===== src/rtl/data_mem_responder.sv =====
// Fixed-latency 16-bit word memory responder for the MEM stage.
// Requests are latched on acceptance and completed LATENCY cycles later.
module data_mem_responder #(
  parameter int unsigned LATENCY   = 3,
  parameter int unsigned ADDR_BITS = 8
) (
  input  logic        clk,
  input  logic        reset_n,
  input  logic        mem_read,
  input  logic        mem_write,
  input  logic [15:0] mem_address,
  input  logic [15:0] mem_wdata,
  input  logic [1:0]  mem_byte_enable,
  output logic        mem_resp,
  output logic [15:0] mem_rdata,
  output logic        busy
);

  typedef enum logic [1:0] {IDLE, BUSY, DONE} state_e;

  localparam logic [3:0] CNT_LOAD = 4'(LATENCY - 1);

  state_e                 state_q;
  logic [3:0]             cnt_q;
  logic [3:0]             cnt_d;
  logic                   wr_q;
  logic [ADDR_BITS-1:0]   idx_q;
  logic [ADDR_BITS-1:0]   idx_d;
  logic [15:0]            wdata_q;
  logic [1:0]             be_q;
  logic                   resp_q;
  logic                   busy_q;
  logic [15:0]            rdata_q;
  logic [15:0]            mem_q [2**ADDR_BITS];
  logic                   unused_addr_bits;

  // Byte offset and bits above the array size alias onto the same word.
  assign idx_d            = mem_address[ADDR_BITS:1];
  assign unused_addr_bits = ^{mem_address[15:ADDR_BITS+1], mem_address[0]};
  assign cnt_d            = cnt_q - 4'd1;

  always_ff @(posedge clk) begin
    if (!reset_n) begin
      state_q <= IDLE;
      cnt_q   <= '0;
      wr_q    <= 1'b0;
      idx_q   <= '0;
      wdata_q <= '0;
      be_q    <= '0;
      resp_q  <= 1'b0;
      busy_q  <= 1'b0;
      rdata_q <= '0;
    end else begin
      case (state_q)
        IDLE: begin
          resp_q <= 1'b0;
          if (mem_read || mem_write) begin
            wr_q    <= mem_write;
            idx_q   <= idx_d;
            wdata_q <= mem_wdata;
            be_q    <= mem_byte_enable;
            busy_q  <= 1'b1;
            if (LATENCY == 1) begin
              state_q <= DONE;
              cnt_q   <= '0;
              resp_q  <= 1'b1;
              if (!mem_write) rdata_q <= mem_q[idx_d];
            end else begin
              state_q <= BUSY;
              cnt_q   <= CNT_LOAD;
            end
          end
        end
        BUSY: begin
          cnt_q <= cnt_d;
          // Read data is captured on entry so it is valid throughout DONE.
          if (cnt_d == '0) begin
            state_q <= DONE;
            resp_q  <= 1'b1;
            if (!wr_q) rdata_q <= mem_q[idx_q];
          end
        end
        DONE: begin
          state_q <= IDLE;
          resp_q  <= 1'b0;
          busy_q  <= 1'b0;
        end
        default: state_q <= IDLE;
      endcase
    end
  end

  // Array is not reset; a reset during DONE suppresses the write.
  always_ff @(posedge clk) begin
    if (reset_n && state_q == DONE && wr_q) begin
      if (be_q[0]) mem_q[idx_q][7:0]  <= wdata_q[7:0];
      if (be_q[1]) mem_q[idx_q][15:8] <= wdata_q[15:8];
    end
  end

  assign mem_resp  = resp_q;
  assign mem_rdata = rdata_q;
  assign busy      = busy_q;

endmodule


===== config.mk =====
export PLATFORM = sky130hd
export DESIGN_NAME = data_mem_responder
export DESIGN_NICKNAME = d
export VERILOG_FILES = /design/src/rtl/data_mem_responder.sv
export SDC_FILE = /design/constraint.sdc
export NUM_CORES = 2
export LEC_CHECK = 0
export ABC_AREA = 1
export ABC_CLOCK_PERIOD_IN_PS = 13240
export CORE_MARGIN = 4
export CORE_UTILIZATION = 50
export CTS_CLUSTER_SIZE = 28
export DETAILED_ROUTE_END_ITERATION = 12
export PLACE_DENSITY = 0.65
export SLEW_MARGIN = 20
export SYNTH_ARGS = -nofsm -noshare
export SYNTH_HDL_FRONTEND = slang
export SYNTH_SLANG_ARGS = --single-unit

===== constraint.sdc =====
create_clock -name clk -period 13.24 [get_ports clk]
set_input_delay 1.986 -clock clk [delete_from_list [all_inputs] [get_ports clk]]
set_output_delay 1.986 -clock clk [all_outputs]
set_load 0.01 [all_outputs]

Yosys cells after proc, flatten, opt, wreduce, memory -nomap -nowiden. Memory sizes are Yosys's and may differ from the RTL's. A register that Yosys moved wholly into a read port is not among the register bits. Cells that the tools add are included.

Memories: 1. Word-level logic and storage cells: 46. Register bits after elaboration: 35. Input bits: 38. Output and inout bits: 18. Bits in writable memories: 4096.

Bitwise gates (word level): 1. $add $sub $neg: 1. Eq/ne operators: 4. Reductions and logical operators: 16. Multiplexer cells: 15.

Memory list: mem_q (words 256, width 16, read ports 1, clocked after Yosys merged registers in 1, wr ports 1, line 34) `logic [15:0] mem_q [2**ADDR_BITS];`.

Operators with widths (count): 2-bit AND reduction (5); 1-bit 2-to-1 mux (8); 4-bit one-hot mux with 2 select lines (1); 2-bit nonzero test (3); 4-bit zero test (1); 2-bit 2-to-1 mux (2); 4-bit 2-to-1 mux (1); 2-bit inequality test (second input constant) (2); 1-bit one-hot mux with 2 select lines (2); 2-bit one-hot mux with 2 select lines (1); 4-bit by 1-bit subtractor with 4-bit output (second input constant) (1); 3-bit AND reduction (1); 2-bit by 1-bit equality test with 1-bit output (second input constant) (1); 2-bit equality test (second input constant) (1); 1-bit logical AND (2); 2-bit zero test (1); 2-bit OR reduction (1); 1-bit zero test (1); 1-bit logical OR (1); 1-bit inverter (1).

Logic depth before layout (Yosys ltp).
Depth after elaboration: 5. Depth in mapped cells: 18. Mapped depth without buffers: 15.

Worst setup path before layout. OpenSTA, ideal clock, no wires.

Path type: register -> register. Start: register wdata_q[0]. End: memory mem_q[0][0] (data pin). Clock period less this slack: 4.248 ns. Path slack: 8.992 ns. Library setup time: 0.855 ns. Cell stages (with the launch flop): 1. Buffers on the path: 0. Arrival: 3.393 ns. Cell sequence: dfxtp_1.

RTL lines: from (decl) (line 29) `logic [15:0] wdata_q;`; from (signal assigned) (line 60) `wdata_q <= mem_wdata;`; to (decl) (line 34).

No word-level cell before the write port.

==> qor.json <==
{
  "clock_network": {
    "cts.sink_count": 4147,
    "cts-root-to-sink-buffers": 4,
    "cts_hold_buffers": 0,
    "clk_root_buffer_cell": "sky130_fd_sc_hd__clkbuf_16",
    "worst_setup_hold_path_clk_slew_ns": 0.06,
    "clk_latency_ns": 0.98,
    "cts_tree": "yes",
    "htree_levels": 5,
    "cts_resized": 0,
    "post_cts_buffers": 0,
    "cts_made_buffers": 409
  },
  "floorplanning": {
    "ioPinCount": 56,
    "core_area_mm2": 0.332,
    "rows": 211,
    "chipWidth_um": 586,
    "die_height_um": 586,
    "floorplan.die_area_mm2": 0.343,
    "start_util_pct": 50.4
  },
  "worst_hold_path": {
    "hold_path.class": "reg -> reg",
    "worst_hold_path.endpoint": "mem_resp$_SDFFE_PN0P_",
    "timing.hold.worst_path_depth": 2,
    "timing.hold.worst.start": "mem_resp$_SDFFE_PN0P_"
  },
  "yosys": {
    "ys_ff_latch": 4147,
    "yosys.area.top_type": "sky130_fd_sc_hd__edfxtp_1",
    "share_of_synthesized_area_occupied_by_flip_flops_and_latches_pct": 74.2,
    "synthesis.nets": 14900,
    "synth.avg_cell_area_um2": 11.2,
    "synthesis.instances": 14900,
    "yosys-top-cells-area": "sky130_fd_sc_hd__edfxtp_1 (74%), sky130_fd_sc_hd__nand2_1 (17%), sky130_fd_sc_hd__nor3_1 (1.5%)",
    "synthesis.yosys.warnings": 0,
    "netlist.area_leader.share_pct": 73.6,
    "syn-cell-area_mm2": 0.167,
    "synth.lib_cells_used.distinct": 24
  },
  "routing": {
    "routed-via-count": 110000,
    "drt_pre_antenna_iters": 6,
    "detailedRoute.firstIterationViolations": 13600,
    "antenna_violating_nets_post_route": 0,
    "routed_wire_length_per_instance_um": 23.8,
    "wirelength_um": 467000,
    "drt_drc_violations_left": 0,
    "dr_vias_cell": 5.61
  },
  "power_and_ir_drop": {
    "vdd.ir_drop.worst_mv": 0.119,
    "power_density_mw_per_mm2": 155,
    "static_power_due_to_leakage_nw": 69.7
  },
  "grt": {
    "grt_antenna_before_repair": 11,
    "groute.layer.met3.usage_pct": 4.57,
    "grt_first_pass_wirelength_um": 681000,
    "globalRouteOverflowTotal": 0,
    "grt-busiest-layer": "met2",
    "grt.met1_usage_pct": 38.3,
    "grt_pass1_vias": 103000,
    "track_usage_pct": 26.7,
    "grt_max_degree": 177,
    "global_route.usage.met2_pct": 41.5
  },
  "sta": {
    "setup_tns_ns": 0,
    "timing_worst_slew_pin_value_ns": 1.21,
    "max_freq_mhz": 162,
    "number_of_setup_violations_in_the_final_report": 0,
    "finalHoldViolCount": 0,
    "timing.final.crit_period_ns": 6.16,
    "clock-skew-final_ns": 0.0592,
    "grt_setup_unrepaired": "false",
    "timing_max_transition_violations_final": 0,
    "maxSlewHeadroom_pct": 19.0,
    "layout_worst_path_cycle_share_pct": 46.5
  },
  "setup_path": {
    "crit_arrival_ns": 7.07,
    "timing.critical_path.fanout_max": 119,
    "slowest_delay_ns": 0.86,
    "rr_startpoint": "idx_q[1]$_SDFFE_PN0P_",
    "crit_chain": "buf_12 > nand2_1 > inv_8 > buf_4 > buf_4 > buf_4 > nand2_1 > nand2_1 > o21ai_0 > nand2_1 > nor2_1 > nor2_1 > nor2_1 > nand2_1 > nand2_1 > nand2_1 > nor2_1 > nor2_1",
    "critPathTopFamily": "buffers and inverters",
    "cpMaxStageDelayCell": "sky130_fd_sc_hd__buf_4",
    "reg_to_reg_endpoint": "mem_rdata[3]$_SDFFE_PN0P_",
    "timing.critical_path.to_type": "register",
    "critical_path_buffers_and_inverters": 5,
    "worst-r2r-cell-count": 18,
    "critical_path.startpoint_type": "register",
    "setup.reg_to_reg.worst_slack_ns": 7.08,
    "critical-path-top-cell-by-count": "sky130_fd_sc_hd__nand2_1",
    "cp.required_ns": 14.15,
    "criticalPathCategory": "reg -> reg"
  },
  "cells_and_area": {
    "fraction_of_layout_instances_using_a_drive_strength_above_1_pct": 8.61,
    "instances_no_fill": 19600,
    "layout-area-overhead-vs-synth_pct": 12.5,
    "fin_nets": 15000,
    "final_area_mm2": 0.188,
    "nFillCells": 26900,
    "seqCellArea_mm2": 0.124,
    "multiInputGateArea_mm2": 0.0406
  },
  "run": {
    "max_cap_violations": 0
  },
  "placed_design": {
    "numPlacedInstances": 18900,
    "dpl_cell_area_mm2": 0.174,
    "globalplace.congestion": 0.850,
    "dp_hpwl_um": 254000,
    "port_buffers": 47
  },
  "status": {
    "result_of_the_run": "completed"
  }
}
per-stage QoR:
stage	hold WS [ns]	worst slack (ns)	total power, W	utilization (%)
after floorplan	0.456	8.99	0.0168	-
after global placement	0.446	7.15	0.0179	52.4
after detailed placement	0.469	7.10	0.0179	52.5
after CTS	0.478	7.08	0.0292	56.5
after global routing	0.519	6.77	0.0301	56.7
final	0.470	7.08	0.0292	56.7
state kept, by name, indices dropped and copies added, names as in the netlist:
signal / cells
be_q: 2
busy: 1
cnt_q: 4
idx_q: 8
mem_q: 4096
mem_rdata: 16
mem_resp: 1
state_q: 2
wdata_q: 16
wr_q: 1
metal layers:
metal | vias up | wire length (µm)
met5 | - | 0
met4 | 0 | 17300
met3 | 853 | 47100
met2 | 5433 | 213000
met1 | 53400 | 190000
li1 | 50600 | -
synthesized netlist by cell type (all sizes together):
master / instances
nand4: 297
buf: 356
inv: 38
ha: 2
nor3: 513
xor2: 2
nand3: 240
edfxtp: 4096
dfxtp: 51
nor2: 660
clkinv: 3
nand2: 7477
a22oi: 10
a21oi: 271
clkbuf: 510
o21ai: 331
o21bai: 1
o211ai: 1
kinds of logic after synthesis:
| logic type | Yosys count | share of synthesized area, % |
|---|---|---|
| AND/OR/NAND/NOR | 9187 | 21.7 |
| buffers and inverters | 907 | 2.22 |
| AO/OA/AOI/OAI | 614 | 1.86 |
| adder cells (fa/ha/maj) | 2 | 0.0150 |
| XOR/XNOR | 2 | 0.0105 |
| flip-flops | 4147 | 74.2 |
report_power, final:
group          internal, W  switching (W)
Combinational     0.000611        0.00231
Clock              0.00644        0.00500
Sequential          0.0147       0.000122
Total               0.0217        0.00743
area by class of cell:
cell class,instances,share of cell area (%)
clock buffers,502,5.68
flip-flops and latches,4147,66.0
diodes,4,0.00533
clock inverters,256,1.35
well taps,4366,2.91
inverters,41,0.0992
multi-input cells,9805,21.6
repair buffers,525,2.34
how the worst max path moves through the flow:
stage                                  from                        end  slack (ns)  cells past startpoint
finish                idx_q[1]$_SDFFE_PN0P_  mem_rdata[3]$_SDFFE_PN0P_        7.08                     18
global route          idx_q[1]$_SDFFE_PN0P_  mem_rdata[3]$_SDFFE_PN0P_        6.77                     18
CTS                   idx_q[1]$_SDFFE_PN0P_  mem_rdata[3]$_SDFFE_PN0P_        7.08                     18
detailed placement    idx_q[1]$_SDFFE_PN0P_  mem_rdata[3]$_SDFFE_PN0P_        7.10                     18
global placement      idx_q[1]$_SDFFE_PN0P_  mem_rdata[3]$_SDFFE_PN0P_        7.15                     18
floorplan           wdata_q[0]$_SDFFE_PN0P_      mem_q[0][0]$_DFFE_PP_        8.99                      0
cells in the final DEF (no fill, tap or decap), types with 7 or more instances in the layout:
master,n
sky130_fd_sc_hd__a21oi_1,271
sky130_fd_sc_hd__a22oi_1,10
sky130_fd_sc_hd__buf_12,27
sky130_fd_sc_hd__buf_4,451
sky130_fd_sc_hd__bufinv_16,35
sky130_fd_sc_hd__clkbuf_1,86
sky130_fd_sc_hd__clkbuf_16,410
sky130_fd_sc_hd__clkdlybuf4s50_1,46
sky130_fd_sc_hd__clkinv_1,110
sky130_fd_sc_hd__clkinv_16,14
sky130_fd_sc_hd__clkinv_2,82
sky130_fd_sc_hd__dfxtp_1,33
sky130_fd_sc_hd__dfxtp_4,18
sky130_fd_sc_hd__edfxtp_1,4096
sky130_fd_sc_hd__inv_1,31
sky130_fd_sc_hd__nand2_1,7452
sky130_fd_sc_hd__nand2_4,20
sky130_fd_sc_hd__nand3_1,240
sky130_fd_sc_hd__nand4_1,297
sky130_fd_sc_hd__nor2_1,647
sky130_fd_sc_hd__nor2_4,7
sky130_fd_sc_hd__nor3_1,304
sky130_fd_sc_hd__nor3_2,209
sky130_fd_sc_hd__o21ai_0,273
sky130_fd_sc_hd__o21ai_1,58
worst min-delay path, stage by stage, from the launching register on:
cell	delay, ns
sky130_fd_sc_hd__dfxtp_1	0.31
sky130_fd_sc_hd__nand2_1	0.05
sky130_fd_sc_hd__a21oi_1	0.06
(Power assumes the default switching activity.)
